--- config.mk ---
export PLATFORM = sky130hd
export DESIGN_NAME = bolt_slot_arbiter
export DESIGN_NICKNAME = d
export VERILOG_FILES = /design/src/rtl/bolt_slot_arbiter.sv
export SDC_FILE = /design/constraint.sdc
export NUM_CORES = 1
export LEC_CHECK = 0
export ABC_CLOCK_PERIOD_IN_PS = 5100
export BUFFER_PORTS_ARGS = -buffer_cell sky130_fd_sc_hd__buf_2
export CORE_ASPECT_RATIO = 1.2
export CORE_MARGIN = 5
export CORE_UTILIZATION = 55
export CTS_CLUSTER_SIZE = 8
export DETAILED_ROUTE_END_ITERATION = 10
export GPL_ROUTABILITY_DRIVEN = 0
export MAX_ROUTING_LAYER = met4
export PLACE_DENSITY = 0.87
export SYNTH_ARGS = -nofsm -noshare
export SYNTH_HDL_FRONTEND = slang
export SYNTH_SLANG_ARGS = --single-unit
--- constraint.sdc ---
create_clock -name i_clk -period 5.1 [get_ports i_clk]
set_input_delay 0.765 -clock i_clk [delete_from_list [all_inputs] [get_ports i_clk]]
set_output_delay 0.765 -clock i_clk [all_outputs]
set_load 0.05 [all_outputs]
--- src/rtl/bolt_slot_arbiter.sv ---
// Bolt slot arbiter: turns player fire-key edges and per-column invader fire requests into
// one-cycle slot launch grants, with per-side frame cooldowns and round-robin column sharing.
module bolt_slot_arbiter #(
    parameter int PLR_SLOTS    = 4,
    parameter int INV_SLOTS    = 4,
    parameter int PLR_COOLDOWN = 15,
    parameter int INV_COOLDOWN = 40
) (
    input  logic                   i_clk,
    input  logic                   i_reset,
    input  logic                   i_frm_tick,
    input  logic                   i_game_en,
    input  logic                   i_plr_alive,
    input  logic                   i_plr_fire,
    input  logic [7:0]             i_inv_fire_req,
    input  logic [PLR_SLOTS-1:0]   i_btp_done,
    input  logic [INV_SLOTS-1:0]   i_bti_done,
    output logic [PLR_SLOTS-1:0]   o_btp_exs,
    output logic [INV_SLOTS-1:0]   o_bti_exs,
    output logic [PLR_SLOTS-1:0]   o_btp_launch,
    output logic [INV_SLOTS-1:0]   o_bti_launch,
    output logic [3*INV_SLOTS-1:0] o_bti_col
);

    localparam logic [7:0] PLR_CD_INIT = 8'(PLR_COOLDOWN);
    localparam logic [7:0] INV_CD_INIT = 8'(INV_COOLDOWN);

    logic                   r_prev_fire;
    logic [7:0]             r_plr_cd;
    logic [7:0]             r_inv_cd;
    logic [2:0]             r_rr_ptr;
    logic [PLR_SLOTS-1:0]   r_btp_exs;
    logic [PLR_SLOTS-1:0]   r_btp_launch;
    logic [INV_SLOTS-1:0]   r_bti_exs;
    logic [INV_SLOTS-1:0]   r_bti_launch;
    logic [3*INV_SLOTS-1:0] r_bti_col;

    logic                   w_plr_edge;
    logic                   w_plr_accept;
    logic                   w_inv_accept;
    logic [3:0]             w_col_pick;
    logic [PLR_SLOTS-1:0]   w_plr_grant;
    logic [INV_SLOTS-1:0]   w_inv_grant;

    function automatic logic [PLR_SLOTS-1:0] pick_plr(input logic [PLR_SLOTS-1:0] exs);
        logic [PLR_SLOTS-1:0] oh;
        oh = {PLR_SLOTS{1'b0}};
        for (int k = PLR_SLOTS - 1; k >= 0; k--) begin
            if (!exs[k]) oh = {PLR_SLOTS{1'b0}} | (PLR_SLOTS'(1) << k);
        end
        return oh;
    endfunction

    function automatic logic [INV_SLOTS-1:0] pick_inv(input logic [INV_SLOTS-1:0] exs);
        logic [INV_SLOTS-1:0] oh;
        oh = {INV_SLOTS{1'b0}};
        for (int k = INV_SLOTS - 1; k >= 0; k--) begin
            if (!exs[k]) oh = {INV_SLOTS{1'b0}} | (INV_SLOTS'(1) << k);
        end
        return oh;
    endfunction

    // Returns {found, column}: first requesting column at or after ptr, wrapping mod 8.
    function automatic logic [3:0] pick_col(input logic [7:0] req, input logic [2:0] ptr);
        logic [3:0] res;
        logic [2:0] c;
        res = 4'd0;
        for (int k = 7; k >= 0; k--) begin
            c = ptr + 3'(k);
            if (req[c]) res = {1'b1, c};
        end
        return res;
    endfunction

    assign w_plr_edge   = i_plr_fire & ~r_prev_fire;
    assign w_plr_accept = w_plr_edge & i_game_en & i_plr_alive & (r_plr_cd == 8'd0) & ~(&r_btp_exs);
    assign w_plr_grant  = w_plr_accept ? pick_plr(r_btp_exs) : {PLR_SLOTS{1'b0}};
    assign w_col_pick   = pick_col(i_inv_fire_req, r_rr_ptr);
    assign w_inv_accept = i_frm_tick & i_game_en & (r_inv_cd == 8'd0) & ~(&r_bti_exs) & w_col_pick[3];
    assign w_inv_grant  = w_inv_accept ? pick_inv(r_bti_exs) : {INV_SLOTS{1'b0}};

    // Player side: key history, slot occupancy, launch pulse and cooldown.
    always_ff @(posedge i_clk) begin
        if (i_reset) begin
            r_prev_fire  <= 1'b1;
            r_plr_cd     <= 8'd0;
            r_btp_exs    <= {PLR_SLOTS{1'b0}};
            r_btp_launch <= {PLR_SLOTS{1'b0}};
        end else begin
            r_prev_fire  <= i_plr_fire;
            r_btp_launch <= w_plr_grant;
            if (!i_game_en) begin
                r_plr_cd  <= 8'd0;
                r_btp_exs <= {PLR_SLOTS{1'b0}};
            end else begin
                r_btp_exs <= (r_btp_exs & ~i_btp_done) | w_plr_grant;
                if (w_plr_accept) begin
                    r_plr_cd <= PLR_CD_INIT;
                end else if (i_frm_tick && (r_plr_cd != 8'd0)) begin
                    r_plr_cd <= r_plr_cd - 8'd1;
                end
            end
        end
    end

    // Invader side: once per frame, one column wins round-robin and takes the lowest free slot.
    always_ff @(posedge i_clk) begin
        if (i_reset) begin
            r_inv_cd     <= 8'd0;
            r_rr_ptr     <= 3'd0;
            r_bti_exs    <= {INV_SLOTS{1'b0}};
            r_bti_launch <= {INV_SLOTS{1'b0}};
            r_bti_col    <= {(3*INV_SLOTS){1'b0}};
        end else begin
            r_bti_launch <= w_inv_grant;
            if (!i_game_en) begin
                r_inv_cd  <= 8'd0;
                r_rr_ptr  <= 3'd0;
                r_bti_exs <= {INV_SLOTS{1'b0}};
            end else begin
                r_bti_exs <= (r_bti_exs & ~i_bti_done) | w_inv_grant;
                if (w_inv_accept) begin
                    r_inv_cd <= INV_CD_INIT;
                    r_rr_ptr <= w_col_pick[2:0] + 3'd1;
                end else if (i_frm_tick && (r_inv_cd != 8'd0)) begin
                    r_inv_cd <= r_inv_cd - 8'd1;
                end
                for (int k = 0; k < INV_SLOTS; k++) begin
                    if (w_inv_grant[k]) r_bti_col[3*k +: 3] <= w_col_pick[2:0];
                end
            end
        end
    end

    assign o_btp_exs    = r_btp_exs;
    assign o_bti_exs    = r_bti_exs;
    assign o_btp_launch = r_btp_launch;
    assign o_bti_launch = r_bti_launch;
    assign o_bti_col    = r_bti_col;

endmodule
==> impl_metrics.env, run 1 <==
export IMPL_status="finished, final reports clean"
export IMPL_cts_sinks=48
export IMPL_slew_headroom_pct=46.4
export IMPL_fin_tns_setup_ns=0
export IMPL_yosysWarnings=0
export IMPL_fmax_mhz=228
export IMPL_antenna_found_initial=0
export IMPL_r2r_end="r_rr_ptr[2]$_SDFFE_PP0P_"
export IMPL_core_area_um2=4590
export IMPL_yosysTopAreaCell="dfxtp_1"
export IMPL_seq_area_um2=961
export IMPL_clkTransAtPathRegs_ns=0.09
export IMPL_ctsRootBufferMaster="clkbuf_8"
export IMPL_overflow=0
export IMPL_ff2ff_path_depth=12
export IMPL_insertion_delay_ns=0.30
export IMPL_wl_per_cell_um=14.9
export IMPL_grt_pass1_wl_um=9780
export IMPL_slew_viol_final=0
export IMPL_syn_inst=295
export IMPL_yosys_area_share_simple_pct=23.6
export IMPL_vias_per_cell=5.90
export IMPL_fin_crit_sh_pct=86.2
export IMPL_synthMuxAreaShare_pct=12.8
export IMPL_synth_nets=322
export IMPL_grt_pass1_vias=2247
export IMPL_startpoint="r_rr_ptr[1]$_SDFFE_PP0P_"
export IMPL_setup_worst_path_start_class="flop"
export IMPL_rsz0062_at_grt="false"
export IMPL_tritoncts="yes"
export IMPL_multiInputGateArea_um2=1500
export IMPL_hold_viol=0
export IMPL_arrival_ns=4.62
export IMPL_setup_viol=0
export IMPL_synthAdderAreaFrac_pct=2.41
export IMPL_fp_dieW_um=72.7
export IMPL_vdd_ir_drop_max_mv=0.152
export IMPL_dr_pass1_iters=4
export IMPL_layout_min_cycle_time_ns=4.39
export IMPL_syn_area_um2=2590
export IMPL_fin_util_pct=64.0
export IMPL_die_y_um=85.2
export IMPL_synth_cell_types=50
export IMPL_postCtsHoldBufs=0
export IMPL_ys_seq_area_share_pct=37.1
export IMPL_worstMarginPinSlew_ns=0.798
export IMPL_fin_cells=397
export IMPL_hold_class="reg2reg"
export IMPL_synthFlopType="dfxtp_1"
export IMPL_diodes=0
export IMPL_power_density_nw_per_um2=423
export IMPL_grtUsageTotal_pct=20.0
export IMPL_htreeDepth=2
export IMPL_critical_path_class="reg2reg"
export IMPL_fin_area_um2=2940
export IMPL_fin_nets=365
export IMPL_dp_hpwl_um=4440
export IMPL_dieArea_um2=6190
export IMPL_synth_edf_count=0
export IMPL_yosys_top_cells_area="dfxtp_1, mux4_2, nor2_1"
export IMPL_p_total_mw=1.24
export IMPL_layout_drive_gt1_share_pct=23.9
export IMPL_cts_resized=0
export IMPL_yosysMostFrequentCell="dfxtp_1"
export IMPL_initial_core_util_pct=56.4
export IMPL_vias=2343
export IMPL_ys_top_cells_by_count="dfxtp_1, nor2_1, a21oi_1, nand2_1, inv_1"
export IMPL_synth_top_area_share_pct=37.1
export IMPL_endpoint="r_rr_ptr[2]$_SDFFE_PP0P_"
export IMPL_async_reset_ff_share_pct=0
export IMPL_leakagePower_nw=1.18
export IMPL_synth_top_family_by_area="simple AND/OR/NAND/NOR gates"
export IMPL_drc=0
export IMPL_place_area_um2=2840
export IMPL_postRouteAntennaNets=0
export IMPL_syn_area_per_cell_um2=8.79
export IMPL_fillers=387
export IMPL_cp_required_ns=5.32
export IMPL_synth_compound_area_share_pct=13.8
export IMPL_ys_seq_elements=48
export IMPL_fin_worst_skew_ns=0.00806
export IMPL_cp_end_kind="flop"
export IMPL_rr_startpoint="r_rr_ptr[1]$_SDFFE_PP0P_"
export IMPL_ioPinCount=50
export IMPL_cts_buffers=5
export IMPL_grt_start_max_net_pins=24
export IMPL_reg2reg_slack_ns=0.71
export IMPL_port_buffers=49
export IMPL_synth_xor_area_share_pct=5.41
export IMPL_dp_cells=389
export IMPL_cts_buffer_depth=2
export IMPL_area_growth_pct=13.4
export IMPL_rows=27
export IMPL_wl_um=5900
export IMPL_drtIter0Drc=157
export IMPL_worstPathMaxFanout=17
export IMPL_cts_setup_buffers=0
export IMPL_maxCapViolCount=0
==> state kept, by name, summed over array words and instances (netlist names) <==
register / count
o_bti_col: 12
o_bti_exs: 4
o_bti_launch: 4
o_btp_exs: 4
o_btp_launch: 4
r_inv_cd: 8
r_plr_cd: 8
r_prev_fire: 1
r_rr_ptr: 3
==> area by class of cell <==
cell class	count	share of cell area (%)
Multi-Input combinational cell	218	51.2
Sequential cell	48	32.7
Clock inverter	2	0.468
Clock buffer	6	2.81
Inverter	16	2.04
Tap cell	58	2.47
Timing Repair Buffer	49	8.34
==> where the power goes <==
group          switching, mW  leakage, nW  total, mW  internal, mW
Combinational          0.298        0.744      0.537         0.239
Sequential            0.0461        0.388      0.469         0.423
Clock                  0.127       0.0516      0.238         0.111
==> worst max-delay path, cell delays in order (launching register included) <==
cell,delay [ns]
dfxtp_1,0.74
clkinv_1,0.40
ha_1,0.58
mux4_2,0.63
mux2i_1,0.28
a21o_1,0.17
a21oi_1,0.06
o21ai_0,0.32
nand2_1,0.19
nand2_1,0.14
ha_1,0.19
or3b_2,0.45
a31oi_1,0.16
==> placed cells by master (no fill, tap or decap), types with 2 or more instances in the layout <==
master / count
a211oi_1: 13
and2_1: 3
nor4b_1: 2
mux2_2: 7
a31oi_1: 5
nor2_1: 41
nand3_1: 10
nor4_1: 5
nand4_1: 4
dfxtp_1: 48
o21bai_1: 2
buf_2: 49
clkbuf_8: 6
o31ai_1: 2
nor2b_1: 2
nand2_1: 19
xnor2_1: 8
nand2b_1: 5
ha_1: 5
xor2_1: 8
clkinv_1: 2
nor3b_1: 2
mux2i_1: 5
or3_1: 2
or3_2: 2
inv_1: 14
a311oi_1: 3
mux4_2: 9
nor3_1: 13
or4_4: 2
or2_1: 2
o21ai_0: 5
a21oi_1: 19
==> worst min path at each step <==
| stage | start | end | slack, ns | depth (start not counted) |
|---|---|---|---|---|
| 6_report | o_btp_exs[3]$_SDFF_PP0_ | o_btp_launch[3]$_SDFF_PP0_ | 0.47 | 1 |
| 5_1_grt | o_btp_exs[3]$_SDFF_PP0_ | o_btp_launch[3]$_SDFF_PP0_ | 0.51 | 1 |
| 4_1_cts | o_btp_exs[3]$_SDFF_PP0_ | o_btp_launch[3]$_SDFF_PP0_ | 0.48 | 1 |
| 3_5_place_dp | o_btp_exs[3]$_SDFF_PP0_ | o_btp_launch[3]$_SDFF_PP0_ | 0.47 | 1 |
| 3_3_place_gp | o_btp_exs[3]$_SDFF_PP0_ | o_btp_launch[3]$_SDFF_PP0_ | 0.45 | 1 |
| 2_1_floorplan | r_plr_cd[7]$_SDFFE_PP0P_ | r_plr_cd[7]$_SDFFE_PP0P_ | 0.46 | 2 |
==> layer usage <==
| metal | GRT usage (%) | part of all wire [%] | up-vias |
|---|---|---|---|
| li1 | - | - | 1147 |
| met1 | 21.9 | 40 | 1098 |
| met2 | 34.4 | 51 | 82 |
| met3 | 3.20 | 6.1 | 16 |
| met4 | 10.2 | 2.4 | 0 |
| met5 | - | 0 | - |
==> kinds of logic after synthesis <==
group,after synthesis
AO/OA/AOI/OAI,55
XOR/XNOR,16
adder cells (fa/ha/maj),5
buffers and inverters,29
flip-flops,48
multiplexers,21
AND/OR/NAND/NOR,121
==> metrics by stage <==
step / setup WS (ns) / hold slack (ns)
after floorplan: 1.05 / 0.458
after global placement: 0.969 / 0.455
after detailed placement: 0.801 / 0.468
after CTS: 0.748 / 0.480
after global routing: 0.371 / 0.513
final: 0.705 / 0.469
No activity file was read; power rests on OpenSTA's default activity.
==> run 2: changes to the inputs <==
--- a/config.mk
+++ b/config.mk
@@ -5,7 +5,7 @@
 export SDC_FILE = /design/constraint.sdc
 export NUM_CORES = 1
 export LEC_CHECK = 0
-export ABC_CLOCK_PERIOD_IN_PS = 5100
+export ABC_CLOCK_PERIOD_IN_PS = 4100
 export BUFFER_PORTS_ARGS = -buffer_cell sky130_fd_sc_hd__buf_2
 export CORE_ASPECT_RATIO = 1.2
 export CORE_MARGIN = 5
==> constraint.sdc (replaced) <==
create_clock -name i_clk -period 4.1 [get_ports i_clk]
set_input_delay 0.615 -clock i_clk [delete_from_list [all_inputs] [get_ports i_clk]]
set_output_delay 0.615 -clock i_clk [all_outputs]
set_load 0.05 [all_outputs]
==> impl_metrics.env, run 2 (synthesized netlist as in run 1, its figures left out) <==
export IMPL_status="finished, final reports clean"
export IMPL_place_ws_ns=0.465
export IMPL_port_buffers=49
export IMPL_reg2reg_slack_ns=0.39
export IMPL_grtUsageTotal_pct=19.5
export IMPL_dp_cells=392
export IMPL_fin_tns_setup_ns=0
export IMPL_cts_buffers=5
export IMPL_worstMarginPinSlew_ns=0.752
export IMPL_r2r_end="r_rr_ptr[2]$_SDFFE_PP0P_"
export IMPL_largest_reg_flops=12
export IMPL_fillers=371
export IMPL_hold_viol=0
export IMPL_dr_pass1_iters=4
export IMPL_leakagePower_nw=1.19
export IMPL_setup_worst_path_start_class="flop"
export IMPL_rsz0062_at_grt="false"
export IMPL_cts_setup_buffers=0
export IMPL_dp_hpwl_um=4320
export IMPL_fp_dieW_um=72.7
export IMPL_power_density_nw_per_um2=519
export IMPL_dieArea_um2=6190
export IMPL_fin_util_pct=64.4
export IMPL_p_total_mw=1.53
export IMPL_die_y_um=85.2
export IMPL_setup_slack_ns=0.385
export IMPL_area_growth_pct=14.1
export IMPL_fin_cells=400
export IMPL_ctsRootBufferMaster="clkbuf_8"
export IMPL_hold_class="reg2reg"
export IMPL_slew_viol_final=0
export IMPL_rows=27
export IMPL_vdd_ir_drop_max_mv=0.209
export IMPL_critical_path_class="reg2reg"
export IMPL_grt_start_max_net_pins=24
export IMPL_cts_buffer_depth=2
export IMPL_initial_core_util_pct=56.4
export IMPL_multiInputGateArea_um2=1500
export IMPL_drtIter0Drc=178
export IMPL_grt_pass1_wl_um=9550
export IMPL_vias=2344
export IMPL_maxCapViolCount=0
export IMPL_antenna_found_initial=0
export IMPL_postRouteAntennaNets=0
export IMPL_cts_sinks=48
export IMPL_wl_per_cell_um=14.5
export IMPL_worstPathMaxFanout=8
export IMPL_startpoint="r_rr_ptr[1]$_SDFFE_PP0P_"
export IMPL_fin_worst_skew_ns=0.0141
export IMPL_endpoint="r_rr_ptr[2]$_SDFFE_PP0P_"
export IMPL_diodes=0
export IMPL_layout_min_cycle_time_ns=3.71
export IMPL_cp_end_kind="flop"
export IMPL_postCtsHoldBufs=0
export IMPL_mostFrequentLayoutCell="buf_2"
export IMPL_tritoncts="yes"
export IMPL_fmax_mhz=269
export IMPL_fin_nets=368
export IMPL_setup_viol=0
export IMPL_cts_resized=0
export IMPL_seq_area_um2=961
export IMPL_htreeDepth=2
export IMPL_grt_pass1_vias=2205
export IMPL_fin_crit_sh_pct=90.6
export IMPL_overflow=0
export IMPL_cp_required_ns=4.31
export IMPL_layout_drive_gt1_share_pct=24.3
export IMPL_vias_per_cell=5.86
export IMPL_core_area_um2=4590
export IMPL_clkTransAtPathRegs_ns=0.09
export IMPL_rr_startpoint="r_rr_ptr[1]$_SDFFE_PP0P_"
export IMPL_insertion_delay_ns=0.30
export IMPL_wl_um=5780
export IMPL_drc=0
export IMPL_slew_headroom_pct=49.5
export IMPL_ioPinCount=50
export IMPL_arrival_ns=3.93
export IMPL_ff2ff_path_depth=12
export IMPL_most_common_layout_cells="buf_2, dfxtp_1, nor2_1"
-- run 2: changes by cell type in the layout (fill, tap and decap cells not counted) --
cell	previous run	this run
buf_4	0	3
clkbuf_1	0	1
clkinv_2	1	0
clkinvlp_4	0	1
inv_6	1	0
-- run 2: critical path: stages, from the launching register on --
cell      delay [ns]
dfxtp_1         0.35
clkinv_1        0.20
ha_1            0.55
mux4_2          0.64
mux2i_1         0.28
a21o_1          0.16
a21oi_1         0.06
o21ai_0         0.31
nand2_1         0.19
nand2_1         0.11
ha_1            0.17
or3b_2          0.45
a31oi_1         0.17
-- run 2: per-layer routing --
metal  global-route usage (%)  routed length [um]  up-vias
met2                     32.9                2920       74
met1                     22.6                2400     1111
met3                     3.32                 369        7
li1                         -                   -     1152
met5                        -                   0        -
met4                     7.89                  87        0
-- run 2: area by class of cell --
class                   count  area share [%]
repair buffers             52            9.05
multi-input cells         218            50.8
clock buffers               7            2.92
inverters                  16            2.03
flip-flops and latches     48            32.5
well taps                  58            2.45
clock inverters             1           0.254
-- run 2: worst min-delay path by stage --
stage | from | end | slack, ns | cells past startpoint
floorplan | r_plr_cd[7]$_SDFFE_PP0P_ | r_plr_cd[7]$_SDFFE_PP0P_ | 0.46 | 2
global route | i_plr_fire | r_prev_fire$_SDFF_PP1_ | 0.52 | 2
global placement | o_btp_exs[3]$_SDFF_PP0_ | o_btp_launch[3]$_SDFF_PP0_ | 0.46 | 1
CTS | r_plr_cd[7]$_SDFFE_PP0P_ | r_plr_cd[7]$_SDFFE_PP0P_ | 0.50 | 2
detailed placement | r_plr_cd[7]$_SDFFE_PP0P_ | r_plr_cd[7]$_SDFFE_PP0P_ | 0.48 | 2
finish | r_plr_cd[7]$_SDFFE_PP0P_ | r_plr_cd[7]$_SDFFE_PP0P_ | 0.49 | 2
-- run 2: where the power goes --
part / internal [mW] / total [mW] / switching [mW]
clock network: 0.137 / 0.287 / 0.150
logic: 0.302 / 0.673 / 0.371
registers: 0.526 / 0.574 / 0.0488
total: 0.965 / 1.53 / 0.570
-- run 2: per-stage QoR --
step / instance area, um2 / hold slack, ns
after floorplan: 2590 / 0.458
after global placement: 2870 / 0.456
after detailed placement: 2870 / 0.484
after CTS: 2960 / 0.498
after global routing: 2960 / 0.515
final: 2960 / 0.490
